[src/rtl/lsu_mem_master.sv]
// -----------------------------------------------------------------------------
// lsu_mem_master
//
// Load/store initiator between the execute stage and a byte-strobed data
// memory. Takes one request at a time, turns it into one or two word-aligned
// memory beats with byte strobes, rebuilds and extends load data, and returns a
// single-cycle response.
//
// Build option:
//   LSU_MISALIGNED_SPLIT_EN  defined   -> misaligned accesses are allowed;
//                                         word-crossing ones take two beats.
//                            undefined -> misaligned half/word accesses fault
//                                         without touching memory.
//
// Ports:
//   i_clk, i_rst          clock, asynchronous active-high reset
//   i_req_valid/o_req_ready  request handshake (ready only while idle)
//   i_req_we              1 = store, 0 = load
//   i_req_size            0 byte, 1 half, 2 word, 3 reserved (faults)
//   i_req_unsigned        zero-extend load result
//   i_req_addr            byte address
//   i_req_wdata           right-aligned store data
//   o_mem_we/addr/wdata/wstrb  registered memory beat signals
//   i_mem_rdata           combinational read data for o_mem_addr
//   o_rsp_valid           one-cycle response pulse (loads and stores)
//   o_rsp_rdata           extended load result, 0 for stores/faults
//   o_rsp_fault           access fault, memory untouched
// -----------------------------------------------------------------------------
module lsu_mem_master #(
    parameter int unsigned XLEN       = 32,
    parameter int unsigned BYTE_WIDTH = 8
) (
    input  logic            i_clk,
    input  logic            i_rst,
    input  logic            i_req_valid,
    output logic            o_req_ready,
    input  logic            i_req_we,
    input  logic [1:0]      i_req_size,
    input  logic            i_req_unsigned,
    input  logic [XLEN-1:0] i_req_addr,
    input  logic [XLEN-1:0] i_req_wdata,
    output logic            o_mem_we,
    output logic [XLEN-1:0] o_mem_addr,
    output logic [XLEN-1:0] o_mem_wdata,
    output logic [3:0]      o_mem_wstrb,
    input  logic [XLEN-1:0] i_mem_rdata,
    output logic            o_rsp_valid,
    output logic [XLEN-1:0] o_rsp_rdata,
    output logic            o_rsp_fault
);

    typedef enum logic [1:0] {
        IDLE  = 2'd0,
        BEAT0 = 2'd1,
        BEAT1 = 2'd2,
        RESP  = 2'd3
    } state_e;

    state_e          state_q, state_d;

    // Request fields held for the duration of the access
    logic            we_q, we_d;
    logic [1:0]      size_q, size_d;
    logic            uns_q, uns_d;
    logic [1:0]      off_q, off_d;
    logic            cross_q, cross_d;
    logic [XLEN-1:0] whi_q, whi_d;     // beat-1 lane-positioned write data
    logic [2:0]      shi_q, shi_d;     // beat-1 strobes
    logic [XLEN-1:0] rlo_q, rlo_d;     // read data captured at end of beat 0

    // Registered outputs
    logic            mem_we_q, mem_we_d;
    logic [XLEN-1:0] mem_addr_q, mem_addr_d;
    logic [XLEN-1:0] mem_wdata_q, mem_wdata_d;
    logic [3:0]      mem_wstrb_q, mem_wstrb_d;
    logic            rsp_valid_q, rsp_valid_d;
    logic [XLEN-1:0] rsp_rdata_q, rsp_rdata_d;
    logic            rsp_fault_q, rsp_fault_d;

    // Request decode
    logic [1:0]        req_off;
    logic [3:0]        req_mask;
    logic [6:0]        req_strb;
    logic [2*XLEN-1:0] req_wd;
    logic              req_cross;
    logic              req_fault;

    // Shift the two-word read buffer down to the addressed byte, then
    // truncate and extend according to the access size.
    function automatic logic [XLEN-1:0] load_result(
        input logic [2*XLEN-1:0] rbuf,
        input logic [1:0]        size,
        input logic [1:0]        off,
        input logic              uns
    );
        logic [XLEN-1:0] sh;
        sh = XLEN'(rbuf >> (BYTE_WIDTH * off));
        case (size)
            2'd0:    return {{(XLEN-BYTE_WIDTH){sh[BYTE_WIDTH-1] & ~uns}},
                             sh[BYTE_WIDTH-1:0]};
            2'd1:    return {{(XLEN-2*BYTE_WIDTH){sh[2*BYTE_WIDTH-1] & ~uns}},
                             sh[2*BYTE_WIDTH-1:0]};
            default: return sh;
        endcase
    endfunction

    always_comb begin
        req_off = i_req_addr[1:0];
        case (i_req_size)
            2'd0:    req_mask = 4'h1;
            2'd1:    req_mask = 4'h3;
            2'd2:    req_mask = 4'hF;
            default: req_mask = 4'h0;
        endcase
        // Strobes and data spread over two words; the upper part is beat 1.
        req_strb = 7'(req_mask) << req_off;
        req_wd   = {{XLEN{1'b0}}, i_req_wdata} << (BYTE_WIDTH * req_off);
`ifdef LSU_MISALIGNED_SPLIT_EN
        req_cross = |req_strb[6:4];
        req_fault = (i_req_size == 2'd3);
`else
        // Misaligned accesses fault, so no accepted access can cross a word.
        req_cross = 1'b0;
        req_fault = (i_req_size == 2'd3)
                 || ((i_req_size == 2'd1) && i_req_addr[0])
                 || ((i_req_size == 2'd2) && (i_req_addr[1:0] != 2'd0));
`endif
    end

    always_comb begin
        state_d     = state_q;
        we_d        = we_q;
        size_d      = size_q;
        uns_d       = uns_q;
        off_d       = off_q;
        cross_d     = cross_q;
        whi_d       = whi_q;
        shi_d       = shi_q;
        rlo_d       = rlo_q;
        mem_we_d    = 1'b0;
        mem_addr_d  = mem_addr_q;
        mem_wdata_d = mem_wdata_q;
        mem_wstrb_d = '0;
        rsp_valid_d = 1'b0;
        rsp_rdata_d = '0;
        rsp_fault_d = 1'b0;

        case (state_q)
            IDLE: begin
                if (i_req_valid) begin
                    we_d    = i_req_we;
                    size_d  = i_req_size;
                    uns_d   = i_req_unsigned;
                    off_d   = req_off;
                    cross_d = req_cross;
                    whi_d   = req_wd[2*XLEN-1:XLEN];
                    shi_d   = req_strb[6:4];
                    if (req_fault) begin
                        state_d     = RESP;
                        rsp_valid_d = 1'b1;
                        rsp_fault_d = 1'b1;
                    end else begin
                        state_d     = BEAT0;
                        mem_we_d    = i_req_we;
                        mem_addr_d  = {i_req_addr[XLEN-1:2], 2'b00};
                        mem_wdata_d = req_wd[XLEN-1:0];
                        mem_wstrb_d = req_strb[3:0];
                    end
                end
            end
            BEAT0: begin
                rlo_d = i_mem_rdata;
                if (cross_q) begin
                    state_d     = BEAT1;
                    mem_we_d    = we_q;
                    mem_addr_d  = mem_addr_q + XLEN'(4);
                    mem_wdata_d = whi_q;
                    mem_wstrb_d = {1'b0, shi_q};
                end else begin
                    state_d     = RESP;
                    rsp_valid_d = 1'b1;
                    if (!we_q)
                        rsp_rdata_d = load_result({{XLEN{1'b0}}, i_mem_rdata},
                                                  size_q, off_q, uns_q);
                end
            end
            BEAT1: begin
                state_d     = RESP;
                rsp_valid_d = 1'b1;
                if (!we_q)
                    rsp_rdata_d = load_result({i_mem_rdata, rlo_q},
                                              size_q, off_q, uns_q);
            end
            RESP: begin
                state_d = IDLE;
            end
            default: state_d = IDLE;
        endcase
    end

    always_ff @(posedge i_clk or posedge i_rst) begin
        if (i_rst) begin
            state_q     <= IDLE;
            we_q        <= 1'b0;
            size_q      <= '0;
            uns_q       <= 1'b0;
            off_q       <= '0;
            cross_q     <= 1'b0;
            whi_q       <= '0;
            shi_q       <= '0;
            rlo_q       <= '0;
            mem_we_q    <= 1'b0;
            mem_addr_q  <= '0;
            mem_wdata_q <= '0;
            mem_wstrb_q <= '0;
            rsp_valid_q <= 1'b0;
            rsp_rdata_q <= '0;
            rsp_fault_q <= 1'b0;
        end else begin
            state_q     <= state_d;
            we_q        <= we_d;
            size_q      <= size_d;
            uns_q       <= uns_d;
            off_q       <= off_d;
            cross_q     <= cross_d;
            whi_q       <= whi_d;
            shi_q       <= shi_d;
            rlo_q       <= rlo_d;
            mem_we_q    <= mem_we_d;
            mem_addr_q  <= mem_addr_d;
            mem_wdata_q <= mem_wdata_d;
            mem_wstrb_q <= mem_wstrb_d;
            rsp_valid_q <= rsp_valid_d;
            rsp_rdata_q <= rsp_rdata_d;
            rsp_fault_q <= rsp_fault_d;
        end
    end

    assign o_req_ready = (state_q == IDLE);
    assign o_mem_we    = mem_we_q;
    assign o_mem_addr  = mem_addr_q;
    assign o_mem_wdata = mem_wdata_q;
    assign o_mem_wstrb = mem_wstrb_q;
    assign o_rsp_valid = rsp_valid_q;
    assign o_rsp_rdata = rsp_rdata_q;
    assign o_rsp_fault = rsp_fault_q;

endmodule

[config.mk]
export PLATFORM = sky130hd
export DESIGN_NAME = lsu_mem_master
export DESIGN_NICKNAME = d
export VERILOG_FILES = /design/src/rtl/lsu_mem_master.sv
export SDC_FILE = /design/constraint.sdc
export NUM_CORES = 1
export LEC_CHECK = 0
export CELL_PAD_IN_SITES_DETAIL_PLACEMENT = 0
export CELL_PAD_IN_SITES_GLOBAL_PLACEMENT = 1
export CORE_ASPECT_RATIO = 1.5
export CORE_UTILIZATION = 37
export DETAILED_ROUTE_END_ITERATION = 6
export GPL_TIMING_DRIVEN = 0
export MAX_ROUTING_LAYER = met4
export PLACE_DENSITY = 0.82
export SYNTH_ARGS = -nofsm -noshare
export SYNTH_HDL_FRONTEND = slang
export SYNTH_SLANG_ARGS = --single-unit
[constraint.sdc]
create_clock -name i_clk -period 4.9 [get_ports i_clk]
set_input_delay 0.735 -clock i_clk [delete_from_list [all_inputs] [get_ports i_clk]]
set_output_delay 0.735 -clock i_clk [all_outputs]
set_load 0.05 [all_outputs]
==> results.toml, run 1 <==
[detailed_routing]
viasPerCell = 5.49
ant_nets = 0
wl_um = 25100
drtIter0Drc = 424
drc_errors = 0
via_count = 6877
wl_per_cell_um = 20.0
drtPass1Iterations = 7

[hold_path]
min_path_type = "register to register"
min-delay-start = "o_mem_wdata[5]"
timing.hold.worst_path_depth = 2
hold_end = "o_mem_wdata[5]"

[yosys]
syn_inst = 755
async_reset_ff_share_pct = 100
synth_edf_count = 0
seq_area_frac_synth_pct = 46.9
yosysWarnings = 0
synthesis.area_mm2 = 0.00753
ys_ff_latch = 141
avgSynthCellArea_um2 = 9.97
synth.distinct_cells = 53
synth_flop_cell = "dfrtp_1"

[critical_path]
cpMaxStageDelayCell = "clkdlybuf4s50_1"
required_ns = 5.26
reg2reg_setup_slack_ns = 2.16
worstReg2RegEnd = "o_mem_wdata[8]"
path_buf_inv = 3
reg2reg_from = "state_q[1]"
worstPathMaxFanout = 10
arrival_ns = 3.38
slowest_delay_ns = 0.56
reg2reg_depth = 9
start_kind = "primary input"
critPathTopFamily = "buffers and inverters"
critPathKind = "primary input to register"
crit_chain = "clkdlybuf4s50_1 -> inv_1 -> ha_1 -> a21oi_1 -> o2111ai_1 -> nor2_2 -> clkbuf_1 -> nand3_1 -> nand2_1"
endpoint_kind = "register"

[layout]
final_common_cell = "clkdlybuf4s50_1"
final_cell_mix = "204 x clkdlybuf4s50_1, 188 x nand2_1, 141 x dfrtp_1"
final_util_pct = 53.1
stdcell_count = 1253
area_growth_pct = 40.0
drive_above_1_share_pct = 13.2
fillCellCount = 1866
nets = 1093
num_antenna_cells = 0

[global_route]
antenna_found_initial = 0
grt_pass1_vias = 6846
grt-ovfl-total = 0
grt_pass1_wl_um = 38800
grt_util_all_layers_pct = 25.3
grt_max_degree = 84

[clock_tree]
cts_tree = "done"
cts_setup_buffers = 0
clkSinkCount = 141
cts.repair.resized = 0
clock_latency_ns = 0.42
clkTransAtPathRegs_ns = 0.07
cts_root_buf = "clkbuf_16"
cts_buffers = 17
cts_hold_buf = 0
cts-htree-levels = 4
clock_path_buffers = 2

[timing]
drv_slew = 0
setup_tns_ns = 0
hold_ws_ns = 0.475
rsz0062_at_grt = "false"
fin_crit_ns = 3.02
finalHoldViolCount = 0
tightest_slew_ns = 1.03
period_share_pct = 61.6
setup_viol = 0
max_freq_mhz = 331
fin_worst_skew_ns = 0.00920
relSlewSlack_pct = 30.9
setup_ws_ns = 1.88

[floorplan]
dieWidth_um = 118
die_y_um = 177
dieArea_mm2 = 0.0209
ios = 207
initial_core_util_pct = 37.9
floorplan.rows = 63
coreArea_mm2 = 0.0199

[flow_run]
max_cap_viol_count = 0

[placement]
dp.cells = 1221
io_buffer_count = 204
preCtsSetupSlack_ns = 1.41
place_congestion = 0.946
dpl.hpwl_um = 18200

[run_status]
status = "finished, final reports clean"

[pwr]
power_leakage_nw = 4.60
powerDensity_mw_per_mm2 = 728
ir_worst_vdd_mv = 0.349
-- per-layer routing --
metal	track usage (%)	up-vias	wire length, um
li1	-	3097	-
met1	27.6	3333	9340
met2	43.2	364	13000
met3	5.19	83	1670
met4	13.7	0	1080
met5	-	-	0
-- worst reg2reg max path: stages (launching register included) --
cell and delay [ns]:
dfrtp_1 0.42, inv_1 0.13, ha_1 0.16, clkbuf_1 0.60, inv_1 0.34, nand2b_1 0.15, buf_2 0.20, clkbuf_1 0.46
nand2_1 0.11, o31ai_1 0.08
-- power by group --
| group | leakage (nW) | switching [mW] | internal, mW |
|---|---|---|---|
| Combinational | 2.51 | 2.77 | 1.63 |
| Sequential | 1.80 | 0.280 | 1.64 |
| Clock | 0.294 | 0.546 | 0.813 |
-- layout make-up --
class	instances	area [um^2]	share of cell area (%)
timing repair buffer	205	2070	19.6
tap	260	325	3.08
inverter	14	57.6	0.546
sequential	141	3530	33.5
buffer	57	284	2.69
multi-input combinational	544	3670	34.8
clock inverter	14	183	1.73
clock buffer	18	429	4.07
-- per-stage QoR --
stage	power (mW)	cell area [um^2]
3_5_place_dp	6.28	9930
2_1_floorplan	4.85	7530
4_1_cts	7.67	10500
6_report	7.68	10500
3_3_place_gp	6.26	9900
5_1_grt	8.04	10500
-- cell families (layout without fill, tap and decap cells) --
group	after synthesis	after routing	share of synthesized area [%]
flip-flops	141	141	46.9
multiplexers	113	113	18.4
buffers and inverters	71	308	4.47
adder cells (fa/ha/maj)	10	10	1.66
other	1	2	0.0498
XOR/XNOR	1	1	0.116
AND/OR/NAND/NOR	268	268	15.1
AO/OA/AOI/OAI	150	150	13.3
-- cells in the mapped netlist, drive strengths merged (4+ instances only) --
cell | count | area share, %
a32oi | 5 | 0.58
nand2 | 188 | 9.4
mux2 | 52 | 7.8
a22oi | 8 | 0.80
o211a | 4 | 0.53
a21oi | 38 | 2.5
o22ai | 8 | 0.66
dfrtp | 141 | 47
o2bb2ai | 9 | 1.0
nor2b | 19 | 1.6
clkbuf | 25 | 1.2
o21ai | 36 | 2.4
inv | 13 | 0.65
nand2b | 8 | 0.66
nor2 | 27 | 1.4
a31oi | 8 | 0.86
o221ai | 4 | 0.47
o31ai | 9 | 1.1
buf | 32 | 2.5
mux4 | 15 | 4.5
mux2i | 46 | 6.1
ha | 10 | 1.7
a211oi | 11 | 1.1
nand3 | 12 | 0.80
-- how the worst max path moves through the flow --
stage / slack [ns] / depth (start not counted) / end / from
3_5_place_dp: 1.41 / 9 / o_mem_wdata[0] / i_req_size[0]
6_report: 1.88 / 9 / o_mem_wdata[0] / i_req_size[0]
3_3_place_gp: -1.72 / 2 / o_mem_wdata[17] / i_rst
5_1_grt: 1.65 / 9 / o_mem_wdata[1] / i_req_size[0]
4_1_cts: 1.84 / 9 / o_mem_wdata[0] / i_req_size[0]
2_1_floorplan: 0.38 / 1 / o_mem_addr[10] / i_rst
-- state kept, by name, summed over array words and instances (netlist names) --
register,cells
o_rsp_valid,1
size_q,2
o_mem_we,1
rlo_q,32
we_q,1
o_mem_wstrb,4
off_q,2
o_mem_wdata,32
o_rsp_rdata,32
o_mem_addr,30
uns_q,1
state_q,2
o_rsp_fault,1
No activity file was read; power rests on OpenSTA's default activity.
==> inputs of run 2 (changes only) <==
Settings changed: CORE_UTILIZATION 37 to 33, PLACE_DENSITY 0.82 to 0.77.
Clock period 4.9 ns to 2.6 ns, I/O delays scaled along.
==> run 2 against run 1 <==
The run now ends with DRC left. Critical path depth rose by 2. Cell count rose by 1.2%. Sequential share of layout area fell by 0.25 points. Routed wire length rose by 5.4%. Count of clock-buffer cells in the layout rose by 1. Register-to-register slack got worse by 1.9 ns. Setup slack got worse by 1.6 ns. Critical endpoint is now o_mem_wdata[2].
==> results.toml, run 2 (same netlist as run 1, synthesis figures left out) <==
[run_status]
status = "complete, but fails checks"
violations = "DRC"

[timing]
period_share_pct = 91.0
hold_ws_ns = 0.471
fin_crit_ns = 2.37
max_freq_mhz = 423
rsz0062_at_grt = "false"
setup_tns_ns = 0
finalHoldViolCount = 0
setup_viol = 0
relSlewSlack_pct = 30.2
drv_slew = 0
fin_worst_skew_ns = 0.00789
tightest_slew_ns = 1.05

[clock_tree]
clock_path_buffers = 2
cts_buffers = 17
cts_tree = "done"
clkSinkCount = 141
cts_root_buf = "clkbuf_16"
cts_setup_buffers = 0
cts-htree-levels = 4
clkTransAtPathRegs_ns = 0.06
clock_latency_ns = 0.43

[floorplan]
coreArea_mm2 = 0.0224
ios = 207
initial_core_util_pct = 33.6
die_y_um = 187
dieArea_mm2 = 0.0234
dieWidth_um = 125
floorplan.rows = 67

[hold_path]
min-delay-start = "o_mem_addr[5]"
hold_end = "o_mem_addr[5]"
timing.hold.worst_path_depth = 2
min_path_type = "register to register"

[global_route]
grt_pass1_vias = 7279
grt-ovfl-total = 0
grt_max_degree = 41
antenna_found_initial = 0
grt_util_all_layers_pct = 24.0
grt_pass1_wl_um = 41000

[detailed_routing]
drc_errors = 9
wl_per_cell_um = 20.9
via_count = 6800
wl_um = 26500
drtIter0Drc = 454
drtPass1Iterations = 7
viasPerCell = 5.36
ant_nets = 0

[critical_path]
path_buf_inv = 5
start_kind = "primary input"
crit_chain = "clkdlybuf4s50_1 -> inv_1 -> ha_1 -> a21oi_1 -> o2111ai_4 -> nand2b_1 -> buf_2 -> buf_4 -> buf_2 -> nand2_1 -> nand2_1"
required_ns = 2.92
reg2reg_setup_slack_ns = 0.27
slowest_delay_ns = 0.51
worstPathMaxFanout = 10
worstReg2RegEnd = "o_rsp_rdata[23]"
critPathKind = "primary input to register"
cpMaxStageDelayCell = "clkdlybuf4s50_1"
arrival_ns = 2.69
reg2reg_depth = 6
critPathTopFamily = "buffers and inverters"
reg2reg_from = "off_q[1]"
endpoint_kind = "register"

[layout]
nets = 1094
final_cell_mix = "203 x clkdlybuf4s50_1, 188 x nand2_1, 141 x dfrtp_1"
num_antenna_cells = 0
final_util_pct = 47.5
drive_above_1_share_pct = 13.7
final_common_cell = "clkdlybuf4s50_1"
stdcell_count = 1268
final_area_mm2 = 0.0106
area_growth_pct = 41.1
fillCellCount = 2119

[pwr]
ir_worst_vdd_mv = 0.701
powerDensity_mw_per_mm2 = 1370
power_leakage_nw = 4.63

[flow_run]
max_cap_viol_count = 0

[placement]
dp.cells = 1239
place_congestion = 0.901
dpl.hpwl_um = 19700
io_buffer_count = 204
placedInstanceArea_mm2 = 0.00999
## run 2: changes by cell type in the layout (fill, tap and decap cells not counted), sizes merged
cell / delta
dlymetal6s2s: +1
clkinvlp: +1
bufinv: +1
buf: +2
clkdlybuf4s50: -1
inv: -5
## run 2: worst max path at each step
stage | cells after the start | slack [ns] | endpoint | startpoint
floorplan | 9 | 0.34 | o_mem_addr[29] | state_q[0]
global placement | 2 | -0.97 | o_mem_addr[13] | i_rst
detailed placement | 9 | -0.46 | o_mem_wdata[0] | i_req_size[0]
CTS | 9 | 0.01 | o_mem_wdata[0] | i_req_size[0]
global route | 11 | 0.02 | o_mem_wdata[6] | i_req_size[0]
finish | 11 | 0.23 | o_mem_wdata[2] | i_req_size[0]
## run 2: layer usage
| metal | part of all wire [%] | track usage [%] | wire [um] | up-vias |
|---|---|---|---|---|
| met5 | 0 | - | 0 | - |
| met4 | 4.7 | 13.4 | 1250 | 0 |
| met3 | 6.9 | 6.06 | 1830 | 80 |
| met2 | 51 | 41.6 | 13600 | 353 |
| met1 | 37 | 24.6 | 9750 | 3275 |
| li1 | - | - | - | 3092 |
## run 2: final cells by class
class                      count  area (um^2)  share of cell area, %
buffer                        56          283                   2.66
tap                          276          345                   3.25
inverter                      14         56.3                  0.530
clock inverter                11          168                   1.58
timing repair buffer         207         2100                   19.8
multi-input combinational    544         3700                   34.8
sequential                   141         3530                   33.2
clock buffer                  19          443                   4.17
## run 2: worst register-to-register path: cells and delay by family, from the launching register on
kind,cells,cell delay [ns]
DFF,1,0.37
and+or+nand+nor,1,0.22
buffers and inverters,1,0.14
muxes,1,0.22
AOI/OAI and AO/OA,3,1.27
## run 2: where the power goes
group | switching, mW | internal, mW
clock network | 0.975 | 1.62
logic | 5.23 | 3.08
registers | 0.526 | 3.10
## run 2: per-stage QoR
stage                     setup WS, ns  total power [mW]
after global routing            0.0151              15.2
final                            0.234              14.5
after global placement          -0.967              11.8
after floorplan                  0.336              9.14
after CTS                       0.0123              14.5
after detailed placement        -0.462              11.9
## run 2: timing repair
action / in CTS / in global routing
hold buffers: 0 / 0
endpoints found under the setup margin: 54 / 61
pin swaps: 0 / 0
resized for setup: 0 / 10
